==> config.mk <==
export PLATFORM = sky130hd
export DESIGN_NAME = piece_queue
export DESIGN_NICKNAME = d
export VERILOG_FILES = /design/src/rtl/piece_queue.sv
export SDC_FILE = /design/constraint.sdc
export NUM_CORES = 1
export LEC_CHECK = 0
export ABC_AREA = 1
export CORE_MARGIN = 3
export CORE_UTILIZATION = 30
export DETAILED_ROUTE_END_ITERATION = 7
export GPL_TIMING_DRIVEN = 0
export PLACE_DENSITY = 0.44
export SLEW_MARGIN = 20
export SYNTH_ARGS = -nofsm -noshare
export SYNTH_HDL_FRONTEND = slang
export SYNTH_SLANG_ARGS = --single-unit
==> constraint.sdc <==
create_clock -name clk -period 8.33 [get_ports clk]
set_input_delay 1.2495 -clock clk [delete_from_list [all_inputs] [get_ports clk]]
set_output_delay 1.2495 -clock clk [all_outputs]
set_load 0.01 [all_outputs]
==> src/rtl/piece_queue.sv <==
// Next-piece generator: an LCG feeds a shift-style preview FIFO in uniform or
// shuffled-bag mode; the head is popped with a valid/ready handshake.
module piece_queue #(
    parameter int PIECE_TYPES = 7,
    parameter int WIDTH       = 8,
    parameter int DEPTH       = 4,
    parameter int STATE_W     = 18,
    parameter int SEED        = 8,
    parameter int MULT        = 1013,
    parameter int INC         = 7
) (
    input  logic                         clk,
    input  logic                         rst,
    input  logic                         mode,
    input  logic                         flush,
    input  logic                         out_ready,
    output logic                         out_valid,
    output logic [WIDTH-1:0]             out_piece,
    output logic [DEPTH*WIDTH-1:0]       preview,
    output logic [$clog2(DEPTH+1)-1:0]   preview_count,
    output logic [PIECE_TYPES-1:0]       bag_used
);

    localparam int CW = $clog2(DEPTH + 1);
    localparam int PW = $clog2(PIECE_TYPES);

    localparam logic [0:0] S_FILL = 1'b0;
    localparam logic [0:0] S_FULL = 1'b1;

    logic [0:0]             fsm_state;
    logic [0:0]             fsm_next;
    logic [STATE_W-1:0]     lcg_q;
    logic [STATE_W-1:0]     lcg_next;
    logic [WIDTH-1:0]       slot_q [DEPTH];
    logic [WIDTH-1:0]       slot_d [DEPTH];
    logic [CW-1:0]          count_q;
    logic [CW-1:0]          count_after;
    logic [CW-1:0]          count_d;
    logic [PIECE_TYPES-1:0] bag_d;
    logic [PIECE_TYPES-1:0] bag_set;
    logic [7:0]             lcg_top;
    logic [7:0]             r_idx;
    logic [7:0]             pick;
    logic [PW:0]            idx;
    logic                   found;
    logic [WIDTH-1:0]       new_piece;
    logic                   pop;
    logic                   gen;

    // Handshake: the head transfers on any edge where out_valid && out_ready;
    // out_valid depends on registered state only, never on out_ready.
    assign out_valid     = (count_q != '0);
    assign pop           = out_valid & out_ready;
    assign gen           = !flush && ((fsm_state == S_FILL) || pop);
    assign out_piece     = slot_q[0];
    assign preview_count = count_q;

    always_comb begin
        preview = '0;
        for (int k = 0; k < DEPTH; k++) begin
            preview[k*WIDTH +: WIDTH] = slot_q[k];
        end
    end

    assign lcg_top  = lcg_q[STATE_W-1 -: 8];
    assign r_idx    = lcg_top % 8'(PIECE_TYPES);
    assign lcg_next = gen ? (lcg_q * STATE_W'(MULT) + STATE_W'(INC)) : lcg_q;

    // First unused id at or after r, wrapping; the bag is never full here
    // because it is emptied on the draw that would fill it.
    always_comb begin
        pick  = r_idx;
        found = 1'b0;
        idx   = '0;
        for (int k = 0; k < PIECE_TYPES; k++) begin
            idx = (PW+1)'(r_idx) + (PW+1)'(k);
            if (idx >= (PW+1)'(PIECE_TYPES)) begin
                idx = idx - (PW+1)'(PIECE_TYPES);
            end
            if (!found && !bag_used[idx[PW-1:0]]) begin
                pick  = 8'(idx);
                found = 1'b1;
            end
        end
    end

    assign new_piece = WIDTH'(mode ? pick : r_idx);
    assign bag_set   = bag_used | (PIECE_TYPES'(1) << pick);

    always_comb begin
        if (flush || !mode) begin
            bag_d = '0;
        end else if (gen) begin
            bag_d = (&bag_set) ? '0 : bag_set;
        end else begin
            bag_d = bag_used;
        end
    end

    // Shift toward slot 0 on pop, then land the new piece in the first free slot.
    always_comb begin
        for (int k = 0; k < DEPTH - 1; k++) begin
            slot_d[k] = pop ? slot_q[k+1] : slot_q[k];
        end
        slot_d[DEPTH-1] = pop ? '0 : slot_q[DEPTH-1];
        count_after = count_q - CW'(pop);
        for (int k = 0; k < DEPTH; k++) begin
            if (gen && (count_after == CW'(k))) begin
                slot_d[k] = new_piece;
            end
        end
        count_d = count_after + CW'(gen);
    end

    always_comb begin
        fsm_next = fsm_state;
        if (flush) begin
            fsm_next = S_FILL;
        end else begin
            case (fsm_state)
                S_FILL:  if (count_d == CW'(DEPTH)) fsm_next = S_FULL;
                S_FULL:  if (pop && !gen) fsm_next = S_FILL;
                default: fsm_next = S_FILL;
            endcase
        end
    end

    always_ff @(posedge clk or posedge rst) begin
        if (rst) begin
            lcg_q     <= STATE_W'(SEED);
            fsm_state <= S_FILL;
            bag_used  <= '0;
            count_q   <= '0;
            for (int k = 0; k < DEPTH; k++) begin
                slot_q[k] <= '0;
            end
        end else begin
            lcg_q     <= lcg_next;
            fsm_state <= fsm_next;
            bag_used  <= bag_d;
            if (flush) begin
                count_q <= '0;
                for (int k = 0; k < DEPTH; k++) begin
                    slot_q[k] <= '0;
                end
            end else begin
                count_q <= count_d;
                for (int k = 0; k < DEPTH; k++) begin
                    slot_q[k] <= slot_d[k];
                end
            end
        end
    end

endmodule
==> impl_metrics.prom, run 1 <==
# TYPE chip_impl_metric gauge
chip_impl_metric{name="report.final.setup_viol",unit=""} 0
chip_impl_metric{name="critPathRequiredTime",unit="ps"} 8560
chip_impl_info{name="critPathCaptureType",value="flop"} 1
chip_impl_info{name="clock-root-buffer",value="clkbuf_16"} 1
chip_impl_info{name="ys.flop_type",value="dfrtp_1"} 1
chip_impl_info{name="cpMostUsedCell",value="nand2_1"} 1
chip_impl_metric{name="route.detailed.vias_per_inst",unit=""} 4.670
chip_impl_metric{name="synth.avg_cell_area",unit="sq um"} 7.189
chip_impl_metric{name="clock_path_buffers",unit=""} 2
chip_impl_info{name="synth_top_family_by_area",value="simple AND/OR/NAND/NOR gates"} 1
chip_impl_metric{name="area.sequential",unit="sq um"} 1534
chip_impl_metric{name="wl",unit="microns"} 22670
chip_impl_info{name="result_of_the_run",value="completed"} 1
chip_impl_metric{name="final.setup_skew",unit="ps"} 8.215
chip_impl_metric{name="detailedRoute.firstIterationViolations",unit=""} 330
chip_impl_metric{name="floorplan.rows",unit=""} 59
chip_impl_metric{name="synth_edf_count",unit=""} 0
chip_impl_metric{name="final_nets",unit=""} 1331
chip_impl_metric{name="placement.io_buffers",unit=""} 55
chip_impl_metric{name="synth_seq_area_share",unit=""} 0.1884
chip_impl_metric{name="remaining_global_route_overflow",unit=""} 0
chip_impl_metric{name="gpl.final_weighted_congestion",unit=""} 0.8642
chip_impl_metric{name="num_antenna_cells",unit=""} 0
chip_impl_metric{name="numClockSinks",unit=""} 61
chip_impl_metric{name="final_core_utilization",unit=""} 0.3682
chip_impl_metric{name="max_cap_violations",unit=""} 0
chip_impl_metric{name="grt_antenna_before_repair",unit=""} 0
chip_impl_metric{name="coreArea",unit="sq um"} 26280
chip_impl_metric{name="clk-insertion-delay-late",unit="ps"} 340
chip_impl_metric{name="tritoncts.num_buffers",unit=""} 9
chip_impl_metric{name="grt_start_max_net_pins",unit=""} 41
chip_impl_metric{name="timing.reg2reg.setup_slack",unit="ps"} 750
chip_impl_metric{name="floorplan.initialDensity",unit=""} 0.3086
chip_impl_metric{name="synth-warning-count",unit=""} 0
chip_impl_metric{name="total_nets_after_synthesis",unit=""} 1246
chip_impl_metric{name="final-max-slew-violation-count",unit=""} 0
chip_impl_metric{name="floorplan.die_area",unit="sq um"} 29040
chip_impl_metric{name="grt_pass1_wl",unit="microns"} 37640
chip_impl_metric{name="timing.fmax",unit="MHz"} 132.0
chip_impl_info{name="timing.setup.critical_path_class",value="reg -> reg"} 1
chip_impl_metric{name="gr-usage-all-layers",unit=""} 0.1615
chip_impl_metric{name="final_design_area_no_fill",unit="sq um"} 9677
chip_impl_metric{name="synth_compound_gate_area_share",unit=""} 0.1262
chip_impl_metric{name="grt_pass1_vias",unit=""} 7267
chip_impl_metric{name="yosys.area_share.simple",unit=""} 0.3260
chip_impl_metric{name="cp_max_fo",unit=""} 11
chip_impl_metric{name="setup_total_negative_slack",unit="ps"} 0
chip_impl_metric{name="drive_above_1_share",unit=""} 0.1494
chip_impl_info{name="worst_path_max_delay_cell",value="dfrtp_2"} 1
chip_impl_info{name="cts_tree",value="built"} 1
chip_impl_metric{name="cp.arrival",unit="ps"} 7810
chip_impl_metric{name="worst_pin_slew",unit="ps"} 819.9
chip_impl_metric{name="period_minus_slack",unit="ps"} 7576
chip_impl_metric{name="htree_levels",unit=""} 3
chip_impl_metric{name="die_w",unit="microns"} 170.4
chip_impl_metric{name="synthXorXnorAreaFrac",unit=""} 0.03965
chip_impl_metric{name="area_growth",unit="%"} 19.33
chip_impl_metric{name="clkSlewWorstSetupHoldPaths",unit="ps"} 60
chip_impl_info{name="critPathLaunchType",value="flop"} 1
chip_impl_metric{name="synth_area",unit="sq um"} 8109
chip_impl_metric{name="postPlaceCellArea",unit="sq um"} 9109
chip_impl_metric{name="drt-pass1-iter-count",unit=""} 4
chip_impl_metric{name="total_via_count_after_detailed_routing",unit=""} 7253
chip_impl_metric{name="multi_input_area",unit="sq um"} 5893
chip_impl_metric{name="wl_per_cell",unit="microns"} 14.60
chip_impl_metric{name="synth.ff_latch_count",unit=""} 61
chip_impl_metric{name="i_o_pin_total",unit=""} 56
chip_impl_metric{name="max_stage_delay",unit="ps"} 430
chip_impl_metric{name="ys_async_sr_fraction",unit=""} 1.000
chip_impl_metric{name="fin_crit_sh",unit=""} 0.9094
chip_impl_metric{name="place_hpwl",unit="microns"} 18260
chip_impl_metric{name="drt_drc_violations_left",unit=""} 0
chip_impl_metric{name="syn-instance-count",unit=""} 1128
chip_impl_metric{name="synthDistinctLibCells",unit=""} 54
chip_impl_info{name="hold_path.class",value="reg -> reg"} 1
chip_impl_metric{name="fillerInstances",unit=""} 2818
chip_impl_metric{name="synth.mux.area_fraction",unit=""} 0
chip_impl_metric{name="slew-limit-headroom",unit=""} 0.4483
chip_impl_metric{name="antenna_left",unit=""} 0
chip_impl_metric{name="dieHeight",unit="microns"} 170.4
chip_impl_metric{name="post_synth_fa_ha_maj_area_fraction",unit=""} 0.2216
chip_impl_metric{name="report.final.hold_viol_count",unit=""} 0
==> critical path, delay by kind of cell, from the launching register on <==
| kind | cells | cell delay, ps |
|---|---|---|
| flops | 1 | 430 |
| compound gates | 2 | 420 |
| simple gates | 48 | 5020 |
| buf+inv | 10 | 770 |
| fa+ha+maj | 4 | 810 |
==> cell usage in the layout, fill, tap and decap left out, types with 5 or more instances in the layout <==
| master | count |
|---|---|
| nor2_1 | 49 |
| nand2_2 | 43 |
| inv_1 | 150 |
| o211ai_1 | 13 |
| o21ai_1 | 21 |
| nand2_4 | 10 |
| fa_1 | 51 |
| buf_4 | 26 |
| clkdlybuf4s50_1 | 55 |
| ha_1 | 59 |
| o21ai_0 | 71 |
| a21oi_1 | 39 |
| clkbuf_1 | 9 |
| nor2_2 | 8 |
| nand3_1 | 91 |
| nand3_2 | 14 |
| xor2_1 | 19 |
| clkbuf_16 | 9 |
| nand2_1 | 290 |
| nand3b_1 | 5 |
| dfrtp_1 | 57 |
| nand4_1 | 10 |
| inv_2 | 23 |
| o31ai_1 | 5 |
| xnor2_1 | 13 |
==> path summary, 6_finish.rpt <==
kind,from,to,cells after the start
worst max-delay path,lcg_q[12],bag_used[1],64
worst min-delay path,fsm_state,fsm_state,2
worst max register to register,lcg_q[12],bag_used[1],64
worst min register to register,fsm_state,fsm_state,2
max in group asynchronous,rst,lcg_q[10],3
min in group asynchronous,rst,lcg_q[6],2
==> what timing repair did <==
item,in CTS,in global routing
hold buffers,0,0
gates resized for setup,5,30
pin swaps,0,7
buffers inserted,4,14
setup endpoints to repair,23,32
==> per-stage QoR <==
step / std cells / hold WS, ps / worst slack (ps)
6_report: 1553 / 523.8 / 754.3
5_1_grt: 1553 / 568.2 / -4.182
4_1_cts: 1539 / 524.0 / 51.65
3_5_place_dp: 1519 / 508.9 / -472.9
3_3_place_gp: 1518 / 501.1 / -612.7
2_1_floorplan: 1128 / 467.9 / 1265
==> cell type report <==
cell class | instances | area share
buffer | 21 | 0.01383
clock buffer | 9 | 0.02327
clock inverter | 7 | 0.007629
inverter | 178 | 0.07073
multi-input combinational | 868 | 0.6090
sequential | 61 | 0.1585
tap | 335 | 0.04332
timing repair buffer | 74 | 0.07370
==> sequential cells by signal, summed over array words and instances, names as in the netlist <==
signal / cells
preview: 24
lcg_q: 18
out_piece: 8
bag_used: 7
preview_count: 3
fsm_state: 1
==> logic make-up (layout without fill, tap and decap cells) <==
logic type               after synthesis  count (layout)
flip-flops                            61              61
adder cells (fa/ha/maj)              113             113
buffers and inverters                199             289
XOR/XNOR                              35              35
AND/OR/NAND/NOR                      544             544
AO/OA/AOI/OAI                        176             176
==> cell usage after synthesis, types with 10 or more instances <==
master    instances  area share
a21oi_1          40       0.025
dfrtp_1          60        0.19
fa_1             51        0.13
ha_1             62       0.096
inv_1           154       0.071
inv_2            23       0.011
nand2_1         296        0.14
nand2_2          39       0.030
nand3_1          92       0.057
nand3_2          14       0.017
nand4_1          10      0.0077
nor2_1           51       0.024
o211ai_1         13       0.012
o21ai_0          72       0.044
o21ai_1          20       0.012
xnor2_1          13       0.014
xor2_1           20       0.022
==> routing by layer <==
layer,up-vias,part of all wire,track usage
met5,-,0,0
met4,0,0.0071,0.03034
met3,9,0.051,0.03229
met2,113,0.44,0.2575
met1,3322,0.50,0.2292
li1,3809,-,-
Power of run 1 is left out: the tool's default activity adds up to more than one toggle a clock period on the data nets, which glitch-free logic cannot reach.
==> run 2, diff against run 1 <==
--- a/config.mk
+++ b/config.mk
@@ -6,10 +6,11 @@
 export NUM_CORES = 1
 export LEC_CHECK = 0
 export ABC_AREA = 1
-export CORE_MARGIN = 3
+export CORE_MARGIN = 5
 export CORE_UTILIZATION = 30
 export DETAILED_ROUTE_END_ITERATION = 7
 export GPL_TIMING_DRIVEN = 0
+export MAX_ROUTING_LAYER = met4
 export PLACE_DENSITY = 0.44
 export SLEW_MARGIN = 20
 export SYNTH_ARGS = -nofsm -noshare
==> impl_metrics.prom, run 2 (synthesized netlist as in run 1, its figures left out) <==
# TYPE chip_impl_metric gauge
chip_impl_info{name="result_of_the_run",value="completed"} 1
chip_impl_metric{name="clock_path_buffers",unit=""} 2
chip_impl_info{name="critical_path.reg2reg.endpoint",value="bag_used[1]"} 1
chip_impl_metric{name="critical_path_buf_inv_count",unit=""} 8
chip_impl_info{name="setup.worst_path.start",value="lcg_q[11]"} 1
chip_impl_metric{name="coreArea",unit="sq um"} 26800
chip_impl_metric{name="fillerInstances",unit=""} 2871
chip_impl_metric{name="timing.final.ws_setup",unit="ps"} 680.8
chip_impl_metric{name="multi_input_area",unit="sq um"} 5929
chip_impl_metric{name="num_antenna_cells",unit=""} 0
chip_impl_metric{name="cp.arrival",unit="ps"} 7880
chip_impl_metric{name="numClockSinks",unit=""} 61
chip_impl_metric{name="antenna_left",unit=""} 0
chip_impl_metric{name="fin_crit_sh",unit=""} 0.9183
chip_impl_metric{name="area_growth",unit="%"} 19.78
chip_impl_metric{name="die_w",unit="microns"} 174.4
chip_impl_metric{name="max_cap_violations",unit=""} 0
chip_impl_metric{name="max_stage_delay",unit="ps"} 410
chip_impl_info{name="layout_commonest_cell",value="nand2_1"} 1
chip_impl_metric{name="timing.reg2reg.setup_slack",unit="ps"} 680
chip_impl_metric{name="floorplan.initialDensity",unit=""} 0.3026
chip_impl_metric{name="gpl.final_weighted_congestion",unit=""} 0.8663
chip_impl_metric{name="holdWs",unit="ps"} 517.7
chip_impl_metric{name="drt_drc_violations_left",unit=""} 0
chip_impl_metric{name="setup_total_negative_slack",unit="ps"} 0
chip_impl_metric{name="area.sequential",unit="sq um"} 1534
chip_impl_metric{name="clkSlewWorstSetupHoldPaths",unit="ps"} 60
chip_impl_info{name="layout.cells.most_common_list",value="289 x nand2_1, 150 x inv_1, 89 x nand3_1, 72 x o21ai_0, 58 x ha_1"} 1
chip_impl_info{name="cpMostUsedCell",value="nand2_2"} 1
chip_impl_info{name="clock-root-buffer",value="clkbuf_16"} 1
chip_impl_metric{name="final_nets",unit=""} 1333
chip_impl_metric{name="drt-pass1-iter-count",unit=""} 5
chip_impl_metric{name="final-max-slew-violation-count",unit=""} 0
chip_impl_metric{name="htree_levels",unit=""} 3
chip_impl_metric{name="detailedRoute.firstIterationViolations",unit=""} 317
chip_impl_metric{name="gr-usage-all-layers",unit=""} 0.1571
chip_impl_metric{name="cts.hold.buffers_added",unit=""} 0
chip_impl_metric{name="largest_reg_flops",unit=""} 24
chip_impl_info{name="cp_top_family",value="simple AND/OR/NAND/NOR gates"} 1
chip_impl_metric{name="remaining_global_route_overflow",unit=""} 0
chip_impl_metric{name="wl",unit="microns"} 23070
chip_impl_metric{name="grt_pass1_wl",unit="microns"} 38210
chip_impl_metric{name="cp_max_fo",unit=""} 11
chip_impl_metric{name="report.final.hold_viol_count",unit=""} 0
chip_impl_metric{name="dieHeight",unit="microns"} 174.4
chip_impl_metric{name="slew-limit-headroom",unit=""} 0.4375
chip_impl_metric{name="place_ws",unit="ps"} -556.3
chip_impl_metric{name="floorplan.rows",unit=""} 60
chip_impl_info{name="cp-endpoint",value="bag_used[1]"} 1
chip_impl_metric{name="drive_above_1_share",unit=""} 0.1557
chip_impl_metric{name="floorplan.die_area",unit="sq um"} 30420
chip_impl_metric{name="cp_num_cells",unit=""} 60
chip_impl_metric{name="wl_per_cell",unit="microns"} 14.78
chip_impl_info{name="timing.setup.critical_path_class",value="reg -> reg"} 1
chip_impl_metric{name="clk-insertion-delay-late",unit="ps"} 340
chip_impl_metric{name="total_via_count_after_detailed_routing",unit=""} 7332
chip_impl_info{name="critPathLaunchType",value="flop"} 1
chip_impl_metric{name="period_minus_slack",unit="ps"} 7649
chip_impl_info{name="critPathCaptureType",value="flop"} 1
chip_impl_metric{name="grt_antenna_before_repair",unit=""} 0
chip_impl_metric{name="i_o_pin_total",unit=""} 56
chip_impl_metric{name="tritoncts.num_buffers",unit=""} 9
chip_impl_metric{name="place_hpwl",unit="microns"} 18660
chip_impl_metric{name="worst-r2r-cell-count",unit=""} 60
chip_impl_info{name="worst_path_max_delay_cell",value="dfrtp_2"} 1
chip_impl_metric{name="final.setup_skew",unit="ps"} 10.06
chip_impl_metric{name="grt_pass1_vias",unit=""} 7229
chip_impl_metric{name="grt_start_max_net_pins",unit=""} 42
chip_impl_info{name="reg2reg_from",value="lcg_q[11]"} 1
chip_impl_metric{name="timing.fmax",unit="MHz"} 130.7
chip_impl_metric{name="placement.io_buffers",unit=""} 55
chip_impl_metric{name="report.final.setup_viol",unit=""} 0
chip_impl_info{name="hold_path.class",value="reg -> reg"} 1
chip_impl_info{name="cts_tree",value="built"} 1
chip_impl_metric{name="route.detailed.vias_per_inst",unit=""} 4.697
chip_impl_metric{name="critPathRequiredTime",unit="ps"} 8560
chip_impl_metric{name="worst_pin_slew",unit="ps"} 837.4
-- run 2: cell types whose count changed in the layout (fill, tap and decap cells not counted), moves of 2 or more --
cell and delta:
o21ai_2 +2, clkinvlp_4 -2, nand3_1 -2, buf_4 +2, o21ai_1 -2
-- run 2: worst min-delay path by stage --
stage	startpoint	end	slack [ps]	cells past startpoint
4_1_cts	fsm_state	fsm_state	520	2
5_1_grt	fsm_state	fsm_state	550	2
3_5_place_dp	fsm_state	fsm_state	500	2
2_1_floorplan	fsm_state	fsm_state	470	2
6_report	fsm_state	fsm_state	520	2
3_3_place_gp	fsm_state	fsm_state	490	2
-- run 2: worst reg2reg max path, delay by kind of cell (launching register included) --
kind	cells	cell delay, ps
flip-flops	1	410
buffers and inverters	8	680
adder cells (fa/ha/maj)	4	830
AO/OA/AOI/OAI	3	640
AND/OR/NAND/NOR	45	5010
-- run 2: metal layers --
layer  GRT usage  wire [microns]  up-vias
li1            -               -     3813
met1      0.2200           11810     3414
met2      0.2460           10440       87
met3     0.02001             577       18
met4     0.03035             239        0
met5           -               0        -
-- run 2: what timing repair did --
item	CTS	global route
gates resized for setup	6	39
hold endpoints to repair	0	0
setup buffers	2	18
endpoints found under the setup margin	23	33
pin swaps	0	13
-- run 2: final cells by class --
cell class                 instances  share of cell area
inverter                         178             0.07059
timing repair buffer              76             0.07497
multi-input combinational        868              0.6105
sequential                        61              0.1579
clock inverter                     7            0.005153
clock buffer                       9             0.02319
tap                              341             0.04393
buffer                            21             0.01378
-- run 2: through the flow --
stage | instances | area (sq um) | utilization
3_3_place_gp | 1524 | 9086 | 0.3390
2_1_floorplan | 1128 | 8109 | -
5_1_grt | 1561 | 9713 | 0.3624
4_1_cts | 1543 | 9420 | 0.3515
3_5_place_dp | 1525 | 9116 | 0.3401
6_report | 1561 | 9713 | 0.3624
Power of run 2 is left out for the same reason.
==> run 3, diff against run 2 <==
--- a/config.mk
+++ b/config.mk
@@ -9,6 +9,7 @@
 export CORE_MARGIN = 5
 export CORE_UTILIZATION = 30
 export DETAILED_ROUTE_END_ITERATION = 7
+export GPL_ROUTABILITY_DRIVEN = 0
 export GPL_TIMING_DRIVEN = 0
 export MAX_ROUTING_LAYER = met4
 export PLACE_DENSITY = 0.44
==> results of run 3 <==
Final layout, timing and power as in run 2 (identical DEF).
Power of run 3 is left out for the same reason.
